$ cat src/rtl/lfsr_prbs.sv
`default_nettype none
// ============================================================================
// Module   : lfsr_prbs
// Brief    : Fibonacci-LFSR PRBS generator plus self-synchronising checker
//            that hunts for lock and counts bit errors.
// Revision : 1.0
// ============================================================================
module lfsr_prbs #(
    parameter int unsigned      WIDTH    = 16,
    parameter int unsigned      NBITS    = 8,
    parameter logic [WIDTH-1:0] SEED     = WIDTH'(1),
    parameter int unsigned      SYNC_LEN = 2 * WIDTH,
    parameter int unsigned      LOSS_THR = NBITS / 2,
    parameter int unsigned      ERR_W    = 16
) (
    input  logic             clk,
    input  logic             rst,
    input  logic [WIDTH-1:0] taps,
    input  logic             load,
    input  logic [WIDTH-1:0] seed_in,
    input  logic             en,
    output logic [NBITS-1:0] gen_data,
    output logic             gen_valid,
    output logic [WIDTH-1:0] sr,
    output logic             lockup,
    input  logic [NBITS-1:0] din,
    input  logic             din_valid,
    input  logic             clr_err,
    output logic             lock,
    output logic [ERR_W-1:0] err_cnt,
    output logic             err_pulse
);

    localparam int unsigned c_fill_w  = $clog2(WIDTH + 1);
    localparam int unsigned c_match_w = $clog2(SYNC_LEN + 1);
    localparam int unsigned c_nerr_w  = $clog2(NBITS + 1);
    localparam int unsigned c_sum_w   = ((ERR_W > c_nerr_w) ? ERR_W : c_nerr_w) + 1;

    localparam logic [c_fill_w-1:0]  c_fill_full = c_fill_w'(WIDTH);
    localparam logic [c_match_w-1:0] c_sync_len  = c_match_w'(SYNC_LEN);
    localparam logic [c_sum_w-1:0]   c_err_max   = c_sum_w'({ERR_W{1'b1}});

    // ------------------------------------------------------------------
    // Generator
    // ------------------------------------------------------------------
    logic [WIDTH-1:0] r_sr;
    logic [NBITS-1:0] r_gen_data;
    logic             r_gen_valid;
    logic             r_lockup;

    logic             w_gen_zero;
    logic [WIDTH-1:0] w_gen_start;
    logic [WIDTH-1:0] w_gen_next;
    logic [NBITS-1:0] w_gen_bits;

    assign w_gen_zero  = (r_sr == '0);
    assign w_gen_start = w_gen_zero ? SEED : r_sr;

    always_comb begin : p_gen_unroll
        logic [WIDTH-1:0] w_st;
        w_st       = w_gen_start;
        w_gen_bits = '0;
        for (int unsigned i = 0; i < NBITS; i++) begin
            w_gen_bits[i] = w_st[0];
            w_st          = {^(w_st & taps), w_st[WIDTH-1:1]};
        end
        w_gen_next = w_st;
    end

    always_ff @(posedge clk or posedge rst) begin
        if (rst) begin
            r_sr        <= SEED;
            r_gen_data  <= '0;
            r_gen_valid <= 1'b0;
            r_lockup    <= 1'b0;
        end else begin
            r_gen_valid <= 1'b0;
            r_lockup    <= 1'b0;
            if (load) begin
                if (seed_in != '0) begin
                    r_sr <= seed_in;
                end else begin
                    r_sr     <= SEED;
                    r_lockup <= 1'b1;
                end
            end else if (en) begin
                r_sr        <= w_gen_next;
                r_gen_data  <= w_gen_bits;
                r_gen_valid <= 1'b1;
                r_lockup    <= w_gen_zero;
            end
        end
    end

    assign sr        = r_sr;
    assign gen_data  = r_gen_data;
    assign gen_valid = r_gen_valid;
    assign lockup    = r_lockup;

    // ------------------------------------------------------------------
    // Checker
    // ------------------------------------------------------------------
    typedef enum logic [0:0] {
        ST_HUNT   = 1'b0,
        ST_LOCKED = 1'b1
    } chk_state_t;

    chk_state_t           r_state;
    logic [WIDTH-1:0]     r_cr;
    logic [c_fill_w-1:0]  r_fill;
    logic [c_match_w-1:0] r_match;
    logic                 r_lock;
    logic [ERR_W-1:0]     r_err_cnt;
    logic                 r_err_pulse;

    chk_state_t           w_state_nxt;
    logic [WIDTH-1:0]     w_cr_nxt;
    logic [c_fill_w-1:0]  w_fill_nxt;
    logic [c_match_w-1:0] w_match_nxt;
    logic [c_nerr_w-1:0]  w_nerr;
    logic [ERR_W-1:0]     w_err_base;
    logic [c_sum_w-1:0]   w_err_sum;
    logic [ERR_W-1:0]     w_err_sat;

    // Whole word is consumed bit-serially within one cycle, earliest bit first.
    always_comb begin : p_chk_word
        logic w_pred;
        w_pred      = 1'b0;
        w_cr_nxt    = r_cr;
        w_fill_nxt  = r_fill;
        w_match_nxt = r_match;
        w_nerr      = '0;
        for (int unsigned i = 0; i < NBITS; i++) begin
            w_pred = ^(w_cr_nxt & taps);
            if (r_state == ST_HUNT) begin
                if (w_fill_nxt == c_fill_full) begin
                    if (din[i] == w_pred) begin
                        if (w_match_nxt != c_sync_len) begin
                            w_match_nxt = w_match_nxt + c_match_w'(1);
                        end
                    end else begin
                        w_match_nxt = '0;
                    end
                end else begin
                    w_fill_nxt = w_fill_nxt + c_fill_w'(1);
                end
                w_cr_nxt = {din[i], w_cr_nxt[WIDTH-1:1]};
            end else begin
                // Free-running prediction keeps a bad bit from corrupting later ones.
                if (din[i] != w_pred) begin
                    w_nerr = w_nerr + c_nerr_w'(1);
                end
                w_cr_nxt = {w_pred, w_cr_nxt[WIDTH-1:1]};
            end
        end

        w_state_nxt = r_state;
        if (r_state == ST_HUNT) begin
            if (w_match_nxt >= c_sync_len) begin
                w_state_nxt = ST_LOCKED;
            end
        end else if (32'(w_nerr) > LOSS_THR) begin
            w_state_nxt = ST_HUNT;
            w_fill_nxt  = '0;
            w_match_nxt = '0;
        end
    end

    assign w_err_base = clr_err ? '0 : r_err_cnt;
    assign w_err_sum  = c_sum_w'(w_err_base) + c_sum_w'(w_nerr);
    assign w_err_sat  = (w_err_sum > c_err_max) ? {ERR_W{1'b1}} : w_err_sum[ERR_W-1:0];

    always_ff @(posedge clk or posedge rst) begin
        if (rst) begin
            r_state     <= ST_HUNT;
            r_cr        <= '0;
            r_fill      <= '0;
            r_match     <= '0;
            r_lock      <= 1'b0;
            r_err_cnt   <= '0;
            r_err_pulse <= 1'b0;
        end else begin
            r_err_pulse <= 1'b0;
            if (din_valid) begin
                r_state     <= w_state_nxt;
                r_cr        <= w_cr_nxt;
                r_fill      <= w_fill_nxt;
                r_match     <= w_match_nxt;
                r_lock      <= (w_state_nxt == ST_LOCKED);
                r_err_cnt   <= w_err_sat;
                r_err_pulse <= (r_state == ST_LOCKED) && (w_nerr != '0);
            end else if (clr_err) begin
                r_err_cnt <= '0;
            end
        end
    end

    assign lock      = r_lock;
    assign err_cnt   = r_err_cnt;
    assign err_pulse = r_err_pulse;

endmodule
`default_nettype wire

$ cat config.mk
export PLATFORM = sky130hd
export DESIGN_NAME = lfsr_prbs
export DESIGN_NICKNAME = d
export VERILOG_FILES = /design/src/rtl/lfsr_prbs.sv
export SDC_FILE = /design/constraint.sdc
export NUM_CORES = 1
export LEC_CHECK = 0
export BUFFER_PORTS_ARGS = -buffer_cell sky130_fd_sc_hd__buf_2
export CAP_MARGIN = 20
export CORE_MARGIN = 4
export CORE_UTILIZATION = 60
export DETAILED_ROUTE_END_ITERATION = 10
export HOLD_SLACK_MARGIN = 0.08
export PLACE_DENSITY = 0.79
export SLEW_MARGIN = 25
export SYNTH_ARGS = -nofsm -noshare
export SYNTH_HDL_FRONTEND = slang
export SYNTH_SLANG_ARGS = --single-unit
$ cat constraint.sdc
create_clock -name clk -period 21.9 [get_ports clk]
set_input_delay 2.19 -clock clk [delete_from_list [all_inputs] [get_ports clk]]
set_output_delay 2.19 -clock clk [all_outputs]
set_load 0.005 [all_outputs]
Word-level counts from Yosys, hierarchy flattened. Cells that the tools add are included.

Output and inout bits: 44. Bits in registers: 71.

Order comparisons: 3. $add $sub $neg: 24. Bitwise gates (word level): 17. Reductions and logical operators: 22. Equal/unequal tests: 32. Mux-type cells: 92.

Operators by type and width (number): bitwise AND 16 bit (16); XOR reduction 16 bit (16); two-way mux 16 bit (15); two-way mux 6 bit (34); two-way mux 5 bit (18); two-way mux 4 bit (14); adder 6 x 1 -> 6 bit, second input constant (8); inequality test 6 bit, second input constant (8); adder 5 x 1 -> 5 bit, second input constant (8); equality test 5 bit, second input constant (8); adder 4 x 1 -> 4 bit, second input constant (7); adder 16 x 4 -> 17 bit (1); > comparator 17 x 16 -> 1 bit, second input constant (1); zero test 16 bit (1); nonzero test 16 bit (1); two-way mux 1 bit (11); equality test 1 bit (8); inequality test 1 bit (8); >= comparator 6 bit, second input constant (1); > comparator 4 x 3 -> 1 bit, second input constant (1); nonzero test 4 bit (1); AND reduction 2 bit (1); nonzero test 2 bit (1); logical AND 1 bit (1); NOT 1 bit (1).

Depth between registers and ports, before layout. Gate-level depths: netlist of run 1.

Word-level depth: 44. Gate-level depth with buffers: 54.

Worst setup path before layout of run 1. OpenSTA, ideal clock, no wires.

Path type: input to register. From: input taps[8]. To: register r_match[3]. Arrival time: 10.365 ns. Buffers on the path: 1. Stages on the path: 47. Slack: 11.409 ns. Path through: buf_2 > nand2_4 > xor2_2 > xnor2_1 > xnor2_2 > xor3_2 > o21ai_0 > inv_1 > ha_1 > o2111ai_2 > nor3_4 > mux2i_1 > or2_1 > inv_1 > ha_1 > nor4bb_1 > mux2_2 > nor3b_1 > [... 11 more ...] > a21oi_1 > a31oi_1 > xnor2_1 > a21oi_1 > ha_1 > o221a_1 > and3_4 > nor3b_1 > nor3_2 > o21ai_1 > inv_1 > ha_1 > o211ai_1 > nand4b_1 > a211oi_2 > nor2_1 > a21o_1 > a221o_1.

Longest elaborated chain between the ends: 43. Elaborated cells between the ends (all ways): 110.

Ends and longest elaborated chain: start: declaration (line 18) `input logic [WIDTH-1:0] taps,`; bitwise AND 16 bit (line 134) `w_pred = ^(w_cr_nxt & taps);`; XOR reduction 16 bit (line 134); equality test 1 bit (line 137) `if (din[i] == w_pred) begin`; two-way mux 6 bit (line 137); two-way mux 6 bit (line 136) `if (w_fill_nxt == c_fill_full) begin`; two-way mux 6 bit (line 135) `if (r_state == ST_HUNT) begin`; adder 6 x 1 -> 6 bit or inequality test 6 bit (tied branches) (line 139, 138); two-way mux 6 bit (line 138) `if (w_match_nxt != c_sync_len) begin`; [... 27 more ...]; two-way mux 6 bit (line 135); adder 6 x 1 -> 6 bit or inequality test 6 bit (tied branches) (line 139, 138); two-way mux 6 bit (line 138); two-way mux 6 bit (line 137); two-way mux 6 bit (line 136); two-way mux 6 bit (line 135); two-way mux 6 bit (line 162) `end else if (32'(w_nerr) > LOSS_THR) begin`; two-way mux 6 bit (*) (line 158) `if (r_state == ST_HUNT) begin`; end signal: assignment (line 188) `r_match <= w_match_nxt;`; end: declaration (line 111) `logic [c_match_w-1:0] r_match;`.

Every way passes the cells marked *; elsewhere a longest branch is shown, timed or not. A chain may end at the register's enable or synchronous reset.

Worst setup path after layout of run 1.
From: input taps[15]. To: register r_match[3].

The elaborated chain is that of the path after synthesis.

==> out/summary.txt, run 1 <==
Slew Viols, Final: 0
Die Ht: 143 um
Max_slew headroom: 0.392
Post-route cell area: 11,600 um2
Drt drc: 0
FFs w/ async S/R, synth: 1.00
CP Launch Type: input pin
CTS root buf: clkbuf_16
Largest cells by area after synthesis: xnor2_1 18%, dfrtp_1 16%, nand2_1 12%
Overflow after GRT: 0
CTS Hold Bufs: 0
Reg2Reg Depth: 46
HP Class: flop to flop
Ys Warns: 0
Status: complete, no violations
Slowest-stage cell, CP: xor3_2
I/O Buffers: 89
Inserted Diodes: 0
Synth Register Bits: 71
DR WL met2: 14.4 mm
Placed Cells: 1,715
Antenna viol nets, final: 0
RSZ-0062 raised after global routing: no
I/O pin cnt: 90
First-pass GRT wire length: 50.6 mm
Met3 routed WL: 2.14 mm
Post CTS Setup Buffer Count: 0
Routability congestion estimate: 0.944
Min Clock Period, post-route: 11.71 ns
Synth Cell Area: 10,900 um2
Final Setup Violations: 0
CTS clk-pin slew, worst paths: 0.06 ns
Area of the die: 20,400 um2
Layout cells sized above 1: 0.122
CP top delay family: compound AO/OA/AOI/OAI gates
Worst-margin pin slew: 0.888 ns
CTS max path bufs: 2
Seq/Total Area, Yosys: 0.163
Vias in the first global route: 10,210
Most frequent CP cell: ha_1
Drt first-iter violations: 887
Area growth syn-to-layout: 6.07%
Num CTS Buffers: 9
Fin. Hold Viols: 0
Rows: 49
WL/cell: 17.7 um
Cts repair resizes: 0
CTS tree: built
# fillers: 1,553
Setup TNS: 0 ns
Vias: 10,603
CP peak stage delay: 0.52 ns
Core area: 18,000 um2
Pre-CTS setup slack: 10.06 ns
Cell depth of the worst setup path: 47
Post-synth top area share: 0.179
DRT met1 WL: 13.0 mm
Worst Hold Depth: 1
Register Area: 1780 um2
Max-Cap Viols: 0
Setup Skew: 0.00999 ns
Endpoint type of the worst setup path: flop
DP HPWL: 22.6 mm
EDFF count, synth: 0
Area leader, netlist: xnor2_1
Sink Count: 71
Worst Path Required: 22.12 ns
Crit path DAT: 11.93 ns
Dominant synthesized flop cell: dfrtp_1
Fmax: 85.4 MHz
Top sig layer: met4
Initial core utilization: 0.608
Synth Net Count: 1,575
Worst-Skew Late Latency: 0.34 ns
Routed wire length: 30.7 mm
Placed standard-cell area: 11,300 um2
Crit Path Max Fanout: 25
Die width: 143 um
Layout Nets: 1,587
Total GRT Usage: 0.300
1st-pass router iterations: 6
Vias per cell: 6.13
CP bufs+invs: 5
Final worst path period share: 0.535
Final cell count without fillers: 1,731
Initial antenna violation count: 0
Distinct cells, synth: 102
Setup ws final: 10.19 ns
Area of the multi-input gates: 8550 um2
CTS HTree Levels: 3
Critical path class: input pin to flop
Syn_area_per_cell: 7.36 um2
Largest net degree at the start of global routing: 72
Syn Inst Count: 1,485
==> metal layers <==
layer,vias to the layer above,global-route usage
li1,5035,-
met1,5023,0.390
met2,465,0.498
met3,80,0.0469
met4,0,0.125
met5,-,0
==> area by class of cell <==
cell class,instances,area share
sequential,71,0.154
clock buffer,10,0.0198
multi-input combinational,1268,0.738
timing repair buffer,92,0.0404
inverter,55,0.0178
clock inverter,6,0.00583
tap,229,0.0247
==> Yosys cell counts (5+ instances only) <==
cell      count
a211oi_1      7
a21o_1       13
a21oi_1      49
a31oi_1       9
and2_1       18
and3_1        9
and4_1        5
buf_1         8
buf_2        16
buf_4         7
clkbuf_1     59
dfrtp_1      70
ha_1         43
inv_1        52
mux2_2       23
mux2i_1      30
nand2_1     335
nand2b_1     13
nand3_1      41
nand4_1      12
nor2_1       81
nor2b_1      28
nor3_1       17
nor3b_1       5
nor4_1       11
o211a_1       6
o211ai_1      5
o21ai_0      65
o21ai_1       7
o221ai_1      5
o22ai_1       6
o31a_1        6
or2_2         7
or3_1         5
or4_1         5
xnor2_1     223
xnor3_1       7
xor2_1       65
==> layout by cell type (no fill, tap or decap), drive strengths merged, types with 18 or more instances in the layout <==
| cell | n |
|---|---|
| xor2 | 66 |
| mux2i | 30 |
| nor2 | 81 |
| nand2 | 339 |
| nor2b | 28 |
| buf | 92 |
| and2 | 18 |
| a21oi | 50 |
| dfrtp | 70 |
| ha | 43 |
| mux2 | 23 |
| o21ai | 73 |
| nand3 | 41 |
| xnor2 | 227 |
| inv | 55 |
| nor3 | 20 |
==> logic make-up after synthesis <==
group                      after synthesis  synth area share
DFF                                     71             0.163
and+or+nand+nor                        623             0.265
muxes                                   53            0.0512
buffers and inverters                  146            0.0545
xor gates and xnor gates               303             0.259
adders and majority gates               44            0.0511
AOI/OAI and AO/OA                      245             0.156
==> flip-flops by register name (all words and copies together) (netlist names) <==
| name | count |
|---|---|
| r_cr | 16 |
| gen_data | 8 |
| err_pulse | 1 |
| lockup | 1 |
| err_cnt | 16 |
| sr | 16 |
| r_fill | 5 |
| gen_valid | 1 |
| r_match | 6 |
| lock | 1 |
==> final timing paths <==
| path | start | end | slack [ns] |
|---|---|---|---|
| max | taps[15] | r_match[3] | 10.19 |
| min | gen_data[7] | gen_data[7] | 0.51 |
| max reg2reg | r_cr[15] | r_match[3] | 11.76 |
| min reg2reg | gen_data[7] | gen_data[7] | 0.51 |
| max in group asynchronous | rst | lock | 19.14 |
| min in group asynchronous | rst | r_cr[4] | 2.13 |
==> through the flow <==
step	hold WS, ns	util
CTS	0.512	0.645
global placement	0.487	0.629
global route	0.531	0.645
floorplan	0.481	-
finish	0.509	0.645
detailed placement	0.494	0.629
Power of run 1 is not shown: default switching activity piles up to over one toggle a cycle in this logic, so the estimate is an artifact.
==> inputs of run 2 (changes only) <==
Clock period 21.9 ns to 11.6 ns, I/O delays scaled along.
==> run 2 against run 1 <==
  * Worst setup slack lost 9.2 ns
  * Critical endpoint unchanged
  * First-iteration DRC count grew 2.3%
  * Wire length grew 0.62%
  * Final cell count is the same
  * Non-clock buffer count is the same
  * Register-to-register slack lost 10 ns
  * Die area is the same
  * Highest routed layer unchanged
  * Critical path type unchanged
  * Clock skew shrank 0.0043 ns
==> out/summary.txt, run 2 (synthesis gave the netlist of run 1 again) <==
Status: complete, no violations
Area of the die: 20,400 um2
I/O pin cnt: 90
Layout cells sized above 1: 0.122
Worst Path Required: 11.83 ns
CTS root buf: clkbuf_16
Die width: 143 um
Sink Count: 71
Crit Path Max Fanout: 20
Setup TNS: 0 ns
Crit path DAT: 10.80 ns
Fmax: 94.6 MHz
Worst Hold Depth: 1
CTS Hold Bufs: 0
Routed wire length: 30.9 mm
Largest net degree at the start of global routing: 72
Most frequent CP cell: ha_1
1st-pass router iterations: 5
Commonest cells after routing, fill and taps aside: 335 x nand2_1, 223 x xnor2_1, 89 x buf_2
Rows: 49
Setup Skew: 0.00565 ns
Fin. Hold Viols: 0
Drt first-iter violations: 907
CTS clk-pin slew, worst paths: 0.06 ns
Core area: 18,000 um2
DP HPWL: 22.6 mm
Total GRT Usage: 0.304
Max_slew headroom: 0.368
Most common cell after layout, fill and taps aside: nand2_1
Min Clock Period, post-route: 10.57 ns
Min-delay src: gen_data[7]
RSZ-0062 raised after global routing: no
Inserted Diodes: 0
Vias in the first global route: 10,331
Slowest-stage cell, CP: xor3_2
Reg2Reg Depth: 49
Endpoint type of the worst setup path: flop
Antenna viol nets, final: 0
Slew Viols, Final: 0
Routability congestion estimate: 0.961
Initial antenna violation count: 0
Post CTS Setup Buffer Count: 0
Layout Nets: 1,587
Area growth syn-to-layout: 6.32%
CP peak stage delay: 0.53 ns
CP Launch Type: input pin
Overflow after GRT: 0
Die Ht: 143 um
CTS max path bufs: 2
I/O Buffers: 89
Initial core utilization: 0.608
R2R Path Start: r_fill[0]
Worst-Skew Late Latency: 0.34 ns
Num CTS Buffers: 9
Vias: 10,580
Critical path class: input pin to flop
CTS tree: built
HP Class: flop to flop
WL/cell: 17.9 um
Worst setup path start: taps[14]
Worst-margin pin slew: 0.947 ns
Drt drc: 0
First-pass GRT wire length: 51.2 mm
Max-Cap Viols: 0
Final worst path period share: 0.911
Cts repair resizes: 0
Vias per cell: 6.11
CTS HTree Levels: 3
Final Setup Violations: 0
## run 2: cell types whose count changed in the layout (fill, tap and decap cells not counted), sizes merged
cell | before | now
bufinv | 1 | 2
clkbuf | 10 | 11
clkinvlp | 2 | 1
inv | 55 | 54
## run 2: cell type report
type | instances | area, um2
clock buffer | 11 | 243
clock inverter | 5 | 81.3
fill | 1571 | 6350
inverter | 55 | 206
multi-input combinational | 1268 | 8550
sequential | 71 | 1780
tap | 229 | 287
timing repair buffer | 92 | 468
## run 2: final timing paths
| kind | end | slack [ns] |
|---|---|---|
| max in group asynchronous | lock | 9.83 |
| hold reg to reg | gen_data[7] | 0.50 |
| hold / removal | gen_data[7] | 0.50 |
| setup / recovery | r_match[3] | 1.03 |
| setup reg to reg | r_match[3] | 1.43 |
| min in group asynchronous | r_cr[3] | 1.11 |
## run 2: stage by stage
step	hold WS [ns]	cells	setup slack, ns	util	cell area [um2]
6_report	0.504	1731	1.03	0.647	11600
4_1_cts	0.505	1731	1.19	0.647	11600
2_1_floorplan	0.481	1485	1.84	-	10900
3_3_place_gp	0.489	1715	1.30	0.629	11300
5_1_grt	0.530	1731	0.188	0.647	11600
3_5_place_dp	0.491	1715	0.884	0.629	11300
## run 2: per-layer routing
layer  track usage  share of wire  up-vias
met3        0.0409          0.070       83
met5             0              0        -
met2         0.512           0.47      439
met1         0.395           0.42     5023
met4         0.118          0.034        0
li1              -              -     5035
## run 2: critical path: cells and delay by family
| family | cells | cell delay (ns) |
|---|---|---|
| compound gates | 18 | 3.60 |
| xor+xnor | 5 | 1.41 |
| fa+ha+maj | 6 | 1.11 |
| buf+inv | 5 | 0.70 |
| mux | 2 | 0.59 |
| simple gates | 11 | 2.20 |
Power of run 2 is left out for the same reason.
